===== config.mk =====
export PLATFORM = sky130hd
export DESIGN_NAME = score_keeper
export DESIGN_NICKNAME = d
export VERILOG_FILES = /design/src/rtl/score_keeper.sv
export SDC_FILE = /design/constraint.sdc
export NUM_CORES = 1
export LEC_CHECK = 0
export CORE_AREA = 4 4 75 77
export DETAILED_ROUTE_END_ITERATION = 8
export DIE_AREA = 0 0 79 81
export GPL_TIMING_DRIVEN = 0
export PLACE_DENSITY = 0.7
export SETUP_SLACK_MARGIN = 0.2
export SLEW_MARGIN = 25
export SYNTH_ARGS = -nofsm -noshare
export SYNTH_HDL_FRONTEND = slang
export SYNTH_SLANG_ARGS = --single-unit

===== constraint.sdc =====
create_clock -name i_clk -period 1.8 [get_ports i_clk]
set_input_delay 0.36 -clock i_clk [delete_from_list [all_inputs] [get_ports i_clk]]
set_output_delay 0.36 -clock i_clk [all_outputs]
set_load 0.02 [all_outputs]

===== src/rtl/score_keeper.sv =====
`default_nettype none
// ============================================================================
// Module   : score_keeper
// Brief    : Pong score tracking (BCD), game FSM and 4-digit display mux
//            feeding a registered seven-segment decoder.
//            Optional winner blink enabled by defining SCORE_BLINK_EN.
// Revision : 1.0 - initial release
// ============================================================================
module score_keeper #(
    parameter int unsigned WIN_SCORE   = 11,
    parameter int unsigned REFRESH_DIV = 25000,
    parameter int unsigned BLINK_DIV   = 12500000
) (
    input  logic       i_clk,
    input  logic       i_rst,
    input  logic       i_p1_point,
    input  logic       i_p2_point,
    input  logic       i_game_start,
    output logic [3:0] o_num,
    output logic [3:0] o_digit_en,
    output logic       o_game_over,
    output logic [1:0] o_winner
);

    localparam int unsigned              c_refresh_w   = $clog2(REFRESH_DIV);
    localparam logic [c_refresh_w-1:0]   c_refresh_max = c_refresh_w'(REFRESH_DIV - 1);
    localparam logic [7:0]               c_win_bcd     = {4'(WIN_SCORE / 10), 4'(WIN_SCORE % 10)};

    typedef enum logic [1:0] {
        ST_IDLE      = 2'd0,
        ST_PLAY      = 2'd1,
        ST_GAME_OVER = 2'd2
    } state_t;

    // BCD increment of a {tens, ones} pair
    function automatic logic [7:0] bcd_inc(input logic [7:0] s);
        logic [7:0] r;
        if (s[3:0] == 4'd9) begin
            r = {s[7:4] + 4'd1, 4'd0};
        end else begin
            r = {s[7:4], s[3:0] + 4'd1};
        end
        return r;
    endfunction

    state_t     r_state;
    state_t     w_state_nxt;
    logic [7:0] r_p1_score;
    logic [7:0] r_p2_score;
    logic [7:0] w_p1_score_nxt;
    logic [7:0] w_p2_score_nxt;
    logic [1:0] r_winner;
    logic [1:0] w_winner_nxt;
    logic       r_game_over;

    logic       r_p1_prev;
    logic       r_p2_prev;
    logic       r_start_prev;
    logic       w_p1_evt;
    logic       w_p2_evt;
    logic       w_start_evt;
    logic [7:0] w_p1_inc;
    logic [7:0] w_p2_inc;
    logic       w_p1_hit;
    logic       w_p2_hit;

    always_ff @(posedge i_clk or posedge i_rst) begin
        if (i_rst) begin
            r_p1_prev    <= 1'b0;
            r_p2_prev    <= 1'b0;
            r_start_prev <= 1'b0;
        end else begin
            r_p1_prev    <= i_p1_point;
            r_p2_prev    <= i_p2_point;
            r_start_prev <= i_game_start;
        end
    end

    assign w_p1_evt    = i_p1_point & ~r_p1_prev;
    assign w_p2_evt    = i_p2_point & ~r_p2_prev;
    assign w_start_evt = i_game_start & ~r_start_prev;

    assign w_p1_inc = bcd_inc(r_p1_score);
    assign w_p2_inc = bcd_inc(r_p2_score);
    assign w_p1_hit = w_p1_evt && (w_p1_inc == c_win_bcd);
    assign w_p2_hit = w_p2_evt && (w_p2_inc == c_win_bcd);

    // ------------------------------------------------------------------
    // Game FSM: state register plus next-state / score logic
    // ------------------------------------------------------------------
    always_ff @(posedge i_clk or posedge i_rst) begin
        if (i_rst) begin
            r_state     <= ST_IDLE;
            r_p1_score  <= 8'd0;
            r_p2_score  <= 8'd0;
            r_winner    <= 2'b00;
            r_game_over <= 1'b0;
        end else begin
            r_state     <= w_state_nxt;
            r_p1_score  <= w_p1_score_nxt;
            r_p2_score  <= w_p2_score_nxt;
            r_winner    <= w_winner_nxt;
            r_game_over <= (w_state_nxt == ST_GAME_OVER);
        end
    end

    always_comb begin
        w_state_nxt    = r_state;
        w_p1_score_nxt = r_p1_score;
        w_p2_score_nxt = r_p2_score;
        w_winner_nxt   = r_winner;
        case (r_state)
            ST_IDLE: begin
                if (w_start_evt) begin
                    w_state_nxt = ST_PLAY;
                end
            end
            ST_PLAY: begin
                // A start in the same cycle as a point drops the point
                if (w_start_evt) begin
                    w_p1_score_nxt = 8'd0;
                    w_p2_score_nxt = 8'd0;
                end else begin
                    if (w_p1_evt) begin
                        w_p1_score_nxt = w_p1_inc;
                    end
                    if (w_p2_evt) begin
                        w_p2_score_nxt = w_p2_inc;
                    end
                    if (w_p1_hit || w_p2_hit) begin
                        w_state_nxt  = ST_GAME_OVER;
                        w_winner_nxt = {w_p2_hit, w_p1_hit};
                    end
                end
            end
            ST_GAME_OVER: begin
                if (w_start_evt) begin
                    w_state_nxt    = ST_PLAY;
                    w_p1_score_nxt = 8'd0;
                    w_p2_score_nxt = 8'd0;
                    w_winner_nxt   = 2'b00;
                end
            end
            default: begin
                w_state_nxt    = ST_IDLE;
                w_p1_score_nxt = 8'd0;
                w_p2_score_nxt = 8'd0;
                w_winner_nxt   = 2'b00;
            end
        endcase
    end

    // ------------------------------------------------------------------
    // Winner blink mask for o_digit_en
    // ------------------------------------------------------------------
    logic [3:0] w_blink_mask;

`ifdef SCORE_BLINK_EN
    localparam int unsigned            c_blink_w   = (BLINK_DIV > 1) ? $clog2(BLINK_DIV) : 1;
    localparam logic [c_blink_w-1:0]   c_blink_max = c_blink_w'(BLINK_DIV - 1);

    logic [c_blink_w-1:0] r_blink_cnt;
    logic                 r_blink_phase;

    always_ff @(posedge i_clk or posedge i_rst) begin
        if (i_rst) begin
            r_blink_cnt   <= '0;
            r_blink_phase <= 1'b0;
        end else if (r_state != ST_GAME_OVER) begin
            r_blink_cnt   <= '0;
            r_blink_phase <= 1'b0;
        end else if (r_blink_cnt == c_blink_max) begin
            r_blink_cnt   <= '0;
            r_blink_phase <= ~r_blink_phase;
        end else begin
            r_blink_cnt   <= r_blink_cnt + 1'b1;
        end
    end

    always_comb begin
        w_blink_mask = 4'b0000;
        if (r_blink_phase) begin
            case (r_winner)
                2'b01:   w_blink_mask = 4'b1100;
                2'b10:   w_blink_mask = 4'b0011;
                2'b11:   w_blink_mask = 4'b1111;
                default: w_blink_mask = 4'b0000;
            endcase
        end
    end
`else
    // No blinking; an illegal zero BLINK_DIV blanks the display so it gets noticed
    assign w_blink_mask = {4{BLINK_DIV == 0}};
`endif

    // ------------------------------------------------------------------
    // Display multiplexer
    // ------------------------------------------------------------------
    logic [c_refresh_w-1:0] r_refresh_cnt;
    logic [1:0]             r_digit_idx;
    logic [1:0]             r_idx_d1;
    logic [3:0]             r_num;
    logic [3:0]             r_digit_en;
    logic [3:0]             w_digit_sel;

    always_comb begin
        w_digit_sel = 4'd0;
        case (r_digit_idx)
            2'd0:    w_digit_sel = r_p1_score[7:4];
            2'd1:    w_digit_sel = r_p1_score[3:0];
            2'd2:    w_digit_sel = r_p2_score[7:4];
            2'd3:    w_digit_sel = r_p2_score[3:0];
            default: w_digit_sel = 4'd0;
        endcase
    end

    // Enable trails o_num by one cycle to line up with the decoder register
    always_ff @(posedge i_clk or posedge i_rst) begin
        if (i_rst) begin
            r_refresh_cnt <= '0;
            r_digit_idx   <= 2'd0;
            r_idx_d1      <= 2'd0;
            r_num         <= 4'd0;
            r_digit_en    <= 4'b1000;
        end else begin
            if (r_refresh_cnt == c_refresh_max) begin
                r_refresh_cnt <= '0;
                r_digit_idx   <= r_digit_idx + 2'd1;
            end else begin
                r_refresh_cnt <= r_refresh_cnt + 1'b1;
            end
            r_num      <= w_digit_sel;
            r_idx_d1   <= r_digit_idx;
            r_digit_en <= (4'b1000 >> r_idx_d1) & ~w_blink_mask;
        end
    end

    assign o_num       = r_num;
    assign o_digit_en  = r_digit_en;
    assign o_game_over = r_game_over;
    assign o_winner    = r_winner;

endmodule
`default_nettype wire


== Word level (Yosys, flattened, before mapping) ==
Index checks and enable logic that the tools add are counted.
W data, S select, Z words.
Cells by class
  reduce and logical (&&, ||, !) cells: 9
  bitwise gates (word level): 7
  shift operators: 1
  add/sub/neg operators: 6
  eq/ne operators: 16
  muxes and demuxes: 19
Operator list (count)
  $mux W8: 7
  $pmux W8 S3: 2
  $add A4 B1 Y4 const B: 4
  $eq A8 B5 Y1 const B: 2
  $pmux W4 S4: 1
  $add A15 B1 Y15 const B: 1
  $eq A15 B15 Y1 const B: 1
  $mux W15: 1
  $mux W2: 6
  $eq A2 B2 Y1 const B: 4
  $eq A4 B4 Y1 const B: 2
  $ne A2 B2 Y1 const B: 3
  $ne A3 B3 Y1 const B: 2
  $pmux W2 S3: 1
  $reduce_and A3 Y1: 2
  $eq A2 B1 Y1 const B: 2
  $logic_not A2 Y1: 2
  $not A1 Y1: 4
  $pmux W2 S2: 1
  $reduce_and A4 Y1: 1
  $shr A4 B2 Y4 const A: 1
  $and A1 B1 Y1: 3
  $add A2 B1 Y2 const B: 1
  $logic_and A1 B1 Y1: 2
  2 further kinds: 2
Storage, ports and cells
  input port bits: 5
  logic and storage cells: 71
  output and inout port bits: 11
  register bits: 51

== Longest topological paths before layout ==
  depth after elaboration: 9
  depth in mapped cells: 8
  gate-level depth less buffers: 7

== Least setup slack after synthesis ==
OpenSTA, ideal clock, no wires.
  kind: register to register
  from: register r_p1_score[0]
  to: register r_state[0]
  data arrival time: 1.677 ns
  period minus slack after synthesis: 1.812 ns
  setup time: 0.135 ns
  path slack: -0.012 ns
  path buffers: 2
  data required time: 1.665 ns
  cell stages (with the launch flop): 9
  cells stage by stage: dfrtp_1 > buf_6 > nor4bb_1 > buf_4 > or3_1 > a211oi_2 > nand4_2 > a31oi_1 > a21oi_1
Between the ends
  word-level cells in the longest chain between the ends: 8
  elaborated cells between the ends (all ways): 9
  classes of those cells: 1 x add/sub; 2 x eq/ne; 4 x mux; 2 x reduce/logical
Ends and longest elaborated chain
  from (decl): RTL line 48  | logic [7:0] r_p1_score;
  from (signal assigned): RTL line 100  | r_p1_score <= w_p1_score_nxt;
  $add A4 B1 Y4 / $eq A4 B4 Y1 (equally long branches): RTL line 41, 38
  $mux W8 *: RTL line 38  | if (s[3:0] == 4'd9) begin
  $eq A8 B5 Y1 *: RTL line 85  | assign w_p1_hit = w_p1_evt && (w_p1_inc == c_win_bcd);
  $logic_and A1 B1 Y1 *: RTL line 85
  $logic_or A1 B1 Y1 *: RTL line 130  | if (w_p1_hit || w_p2_hit) begin
  $mux W2 *: RTL line 130
  $mux W2 *: RTL line 120  | if (w_start_evt) begin
  $pmux W2 S2 *: RTL line 112  | case (r_state)
  via w_state_nxt[0]: RTL line 47  | state_t w_state_nxt;
  to (signal assigned): RTL line 99  | r_state <= w_state_nxt;
  to (decl): RTL line 46  | state_t r_state;
Mark *: on every way through the listed nets, which the timed path passes. The rest lies on a longest branch.
A chain may end at the register's enable or synchronous reset.

== Final worst setup path ==
  from: register r_p1_score[0]
  to: register r_winner[0], in the netlist o_winner[0]
Between the ends
  word-level cells in the longest chain between the ends: 7
  elaborated cells between the ends (all ways): 11
  classes of those cells: 1 x add/sub; 3 x eq/ne; 4 x mux; 3 x reduce/logical
Ends and longest elaborated chain
  $add A4 B1 Y4 / $eq A4 B4 Y1 (equally long branches): RTL line 41, 38
  $mux W8 *: RTL line 38
  $eq A8 B5 Y1 *: RTL line 85
  $logic_and A1 B1 Y1 *: RTL line 85
  $mux W2 / $logic_or A1 B1 Y1 (equally long branches): RTL line 130
  $mux W2 / $ne A2 B2 Y1 (equally long branches)
  $pmux W2 S3 / $reduce_and A4 Y1 (equally long branches)
  to (signal assigned): RTL line 102  | r_winner <= w_winner_nxt;
  to (decl): RTL line 52  | logic [1:0] r_winner;
Mark *: on every way between the ends. The rest lies on a longest branch, timed or not. The select of a mux whose other input is x is not followed.

==> impl_results.md <==
* Areal power density over the cells at a little over 700 nW/um^2
* Share of total power in the clock network at between 30% and 40%
* Routed Antenna Nets at 0
* Warnings, synthesis at 0
* Synthesized area per cell at roughly 11 sq um
* Post-Synthesis Cell Area at approximately 2500 sq um
* Kind of critical path: reg2reg
* Net count of the mapped netlist at ~250
* Number of max-cap violations at 0
* CTS root buf: clkbuf_8
* Switching Fraction at between 20% and 30%
* Unrepaired setup endpoints after global routing: yes
* Residual DRC at 0
* Die width at 79 um
* Number of distinct standard cells referenced by the synthesized netlist at 53
* Antenna violations before repair at 0
* Filler-free cell count of the finished design at between 300 and 400
* DRC marker count from the first detailed-route iteration at 132
* Port Buf Inserts at 15
* Placer's final routability congestion estimate at around 0.78
* Leak Pwr at approximately 1.4 nW
* Fraction of layout cells with a size suffix above 1 at a little under a fifth
* Share of total power in sequential cells at approximately 57%
* Maximum level of the CTS H-tree at 2
* Cells after synthesis at between 200 and 250
* WP data required at ~2 ns
* Sort of element at the start of the critical path: flip-flop
* Destination of the critical timing path: o_winner[0]
* Count of endpoints failing setup in the final report at 4
* Post-Route Setup TNS at -0.1616 ns
* Vias in the first global route at ~1,700
* Syn-to-layout area delta at 18.85%
* Origin of the worst setup path: r_p1_score[0]
* Num CTS Buffers at 5
* Fmax at approximately 0.54 GHz
* Combined global-route utilization of all metal layers at between 10% and 20%
* Final wirelength at 4.723 mm
* Crit path max fanout at 6
* Count of state elements after synthesis at around 50
* Depth of the most critical reg-to-reg path at 8
* I/O pins at 16
* Detail-routed net length per standard cell at roughly 14 um
* Crit share post-route at 103.6%
* Power after layout at approximately 2.1 mW
* Die H at approximately 81 um
* Final-report hold violation count at 0
* Slew HR at roughly 58%
* Clock tree buffer depth at 2
* Tightest Pin Transition at between 0.6 and 0.7 ns
* Reg2reg end: o_winner[0]
* Average via count per standard cell at between 5 and 6
* Number of fill cells at 450
* Worst R2R Setup Slack at -0.06 ns
* Status: finished with violations
* Top flip-flop cell by instance count after synthesis: dfrtp_1
* Combinational share of power at 13.0%
* Worst setup slack after layout at -0.06473 ns
* Largest net degree at the start of global routing at 52
* Synth async-reset ratio at 100.0%
* Maximum vdd ir drop at roughly 0.5 mV
* Final global-route overflow total at 0
* Latest clock arrival within the worst-skew pair at 0.30 ns
* Setup Skew at roughly 0.010 ns
* Max-slew violation count at 0
* Instance count after placement with tap cells included at 326
* Class of the worst hold path: in2reg
* Number of synthesized flops with an enable pin at 0
* Ant. Diodes at 0
* Number of nets at the end of the flow at ~280
* Drt first pass iters at 5
* Arr. time, crit path at 2.07 ns
* Proportion of synthesized chip area in sequential cells at around half
* Source of the worst register-to-register timing path: r_p1_score[0]
* Initial Util at between 50% and 60%
* Total vias in the final route at around 1,800
* Total clock sinks at between 50 and 60
* Hpwl dp at around 3.1 mm
* First-pass GRT wire length at about 8.2 mm
* Worst-path clk slew at 0.09 ns
* Clock tree from TritonCTS: yes
* Category of the worst setup path capture point: flip-flop
* Design internal power at approximately 1.6 mW
* Min Hold Slack at 0.3036 ns
* Switching pwr at ~0.55 mW
* Area enclosed by the die boundary at approximately 6400 sq um
* Number of core rows at 26
* Std-Cell Core Area at between 5000 and 6000 sq um
* Failing checks: negative setup slack
* Time the final worst path needs with I/O delays and setup at approximately 1.9 ns
## sequential cells by signal, indices dropped and copies added, names as in the netlist
register,cells
o_winner,2
r_state,2
o_num,4
r_start_prev,1
o_digit_en,4
r_p1_score,8
r_refresh_cnt,15
r_digit_idx,2
r_idx_d1,2
r_p2_prev,1
r_p1_prev,1
o_game_over,1
r_p2_score,8
## final cells by class
class | instances | area, sq um | share of cell area [%]
clock inverters | 2 | 12.51 | 0.4153
inverters | 13 | 51.30 | 1.703
flip-flops and latches | 51 | 1280 | 42.48
multi-input cells | 167 | 1207 | 40.07
plain buffers | 10 | 102.6 | 3.405
well taps | 70 | 87.58 | 2.907
repair buffers | 22 | 198.9 | 6.603
clock buffers | 6 | 72.57 | 2.409
## cell families (layout without fill, tap and decap cells)
logic type / after synthesis / count (layout) / synth area share [%]
buffers and inverters: 23 / 53 / 4.738
AOI/OAI and AO/OA: 51 / 51 / 15.45
muxes: 7 / 7 / 2.813
and+or+nand+nor: 86 / 86 / 17.62
DFF: 51 / 51 / 50.40
adders and majority gates: 7 / 7 / 3.455
xor gates and xnor gates: 16 / 16 / 5.528
## timing repair
action / CTS / global route
setup endpoints to repair: 38 / 19
pin swaps: 5 / 4
hold buffers: 0 / 0
gates resized for setup: 28 / 16
setup buffers: 7 / 0
## cells in the mapped netlist, types with 2 or more instances
cell	instances	area, sq um
xnor2_1	8	70.07
inv_1	13	48.80
a21oi_1	4	20.02
nand2_1	24	90.09
buf_2	2	10.01
o31ai_1	4	30.03
mux2i_1	6	60.06
o21ai_0	19	95.09
dfrtp_1	50	1251
clkbuf_1	3	11.26
nor4_1	3	18.77
a222oi_1	4	40.04
or2_1	2	12.51
o32a_1	2	20.02
xor2_1	8	70.07
nand3_1	12	60.06
a21o_1	3	22.52
nor2b_1	5	31.28
nor3_1	4	20.02
a22o_1	2	17.52
ha_1	7	87.58
buf_4	2	15.01
nor4bb_1	2	20.02
nand2b_1	2	12.51
a22oi_1	2	15.01
nor2_1	21	78.83
## metrics by stage
stage / utilization, % / cell area [sq um] / setup slack (ns)
2_1_floorplan: - / 2547 / 0.04498
3_3_place_gp: 55.59 / 2785 / -0.7354
3_5_place_dp: 55.64 / 2788 / -0.5422
4_1_cts: 59.04 / 2958 / -0.08243
5_1_grt: 60.14 / 3013 / -0.1274
6_report: 60.14 / 3013 / -0.06473
## worst min path at each step
stage,startpoint,endpoint,cells after the start
6_report,i_game_start,r_start_prev,1
5_1_grt,i_game_start,r_start_prev,1
4_1_cts,i_game_start,r_start_prev,1
3_5_place_dp,r_idx_d1[0],o_digit_en[3],1
3_3_place_gp,r_idx_d1[0],o_digit_en[3],1
2_1_floorplan,r_idx_d1[0],o_digit_en[3],1
## power groups by stage
stage | Combinational (mW) | Clock [mW] | Sequential, mW
final | 0.276 | 0.640 | 1.21
after global routing | 0.305 | 0.707 | 1.22
after CTS | 0.270 | 0.669 | 1.21
after detailed placement | 0.256 | 0 | 1.23
after global placement | 0.252 | 0 | 1.23
after floorplan | 0.148 | 0 | 1.25
## cell usage in the layout (no fill, tap or decap), types with 6 or more instances in the layout
cell type	synthesis	layout
dfrtp_1	50	48
xor2_1	8	8
mux2i_1	6	6
o21ai_0	19	14
buf_4	2	8
clkbuf_8	0	6
xnor2_1	8	8
dlygate4sd2_1	0	9
nand2_1	24	24
ha_1	7	7
inv_1	13	12
nand3_1	12	9
nor2_1	21	18
## critical path, cell delays in order (launching register included)
cell and delay (ns):
dfrtp_1 0.38, buf_6 0.12, nor4bb_1 0.11, buf_4 0.15
or3_4 0.32, a211oi_2 0.20, nand4_2 0.18, o32a_1 0.23
o31ai_2 0.07
## layer usage
layer  GRT usage, %  wire (um)
met2          26.18       2301
met5              0          0
met4          5.842         38
met1          21.62       2225
met3          3.991        157
(Power assumes the default switching activity.)
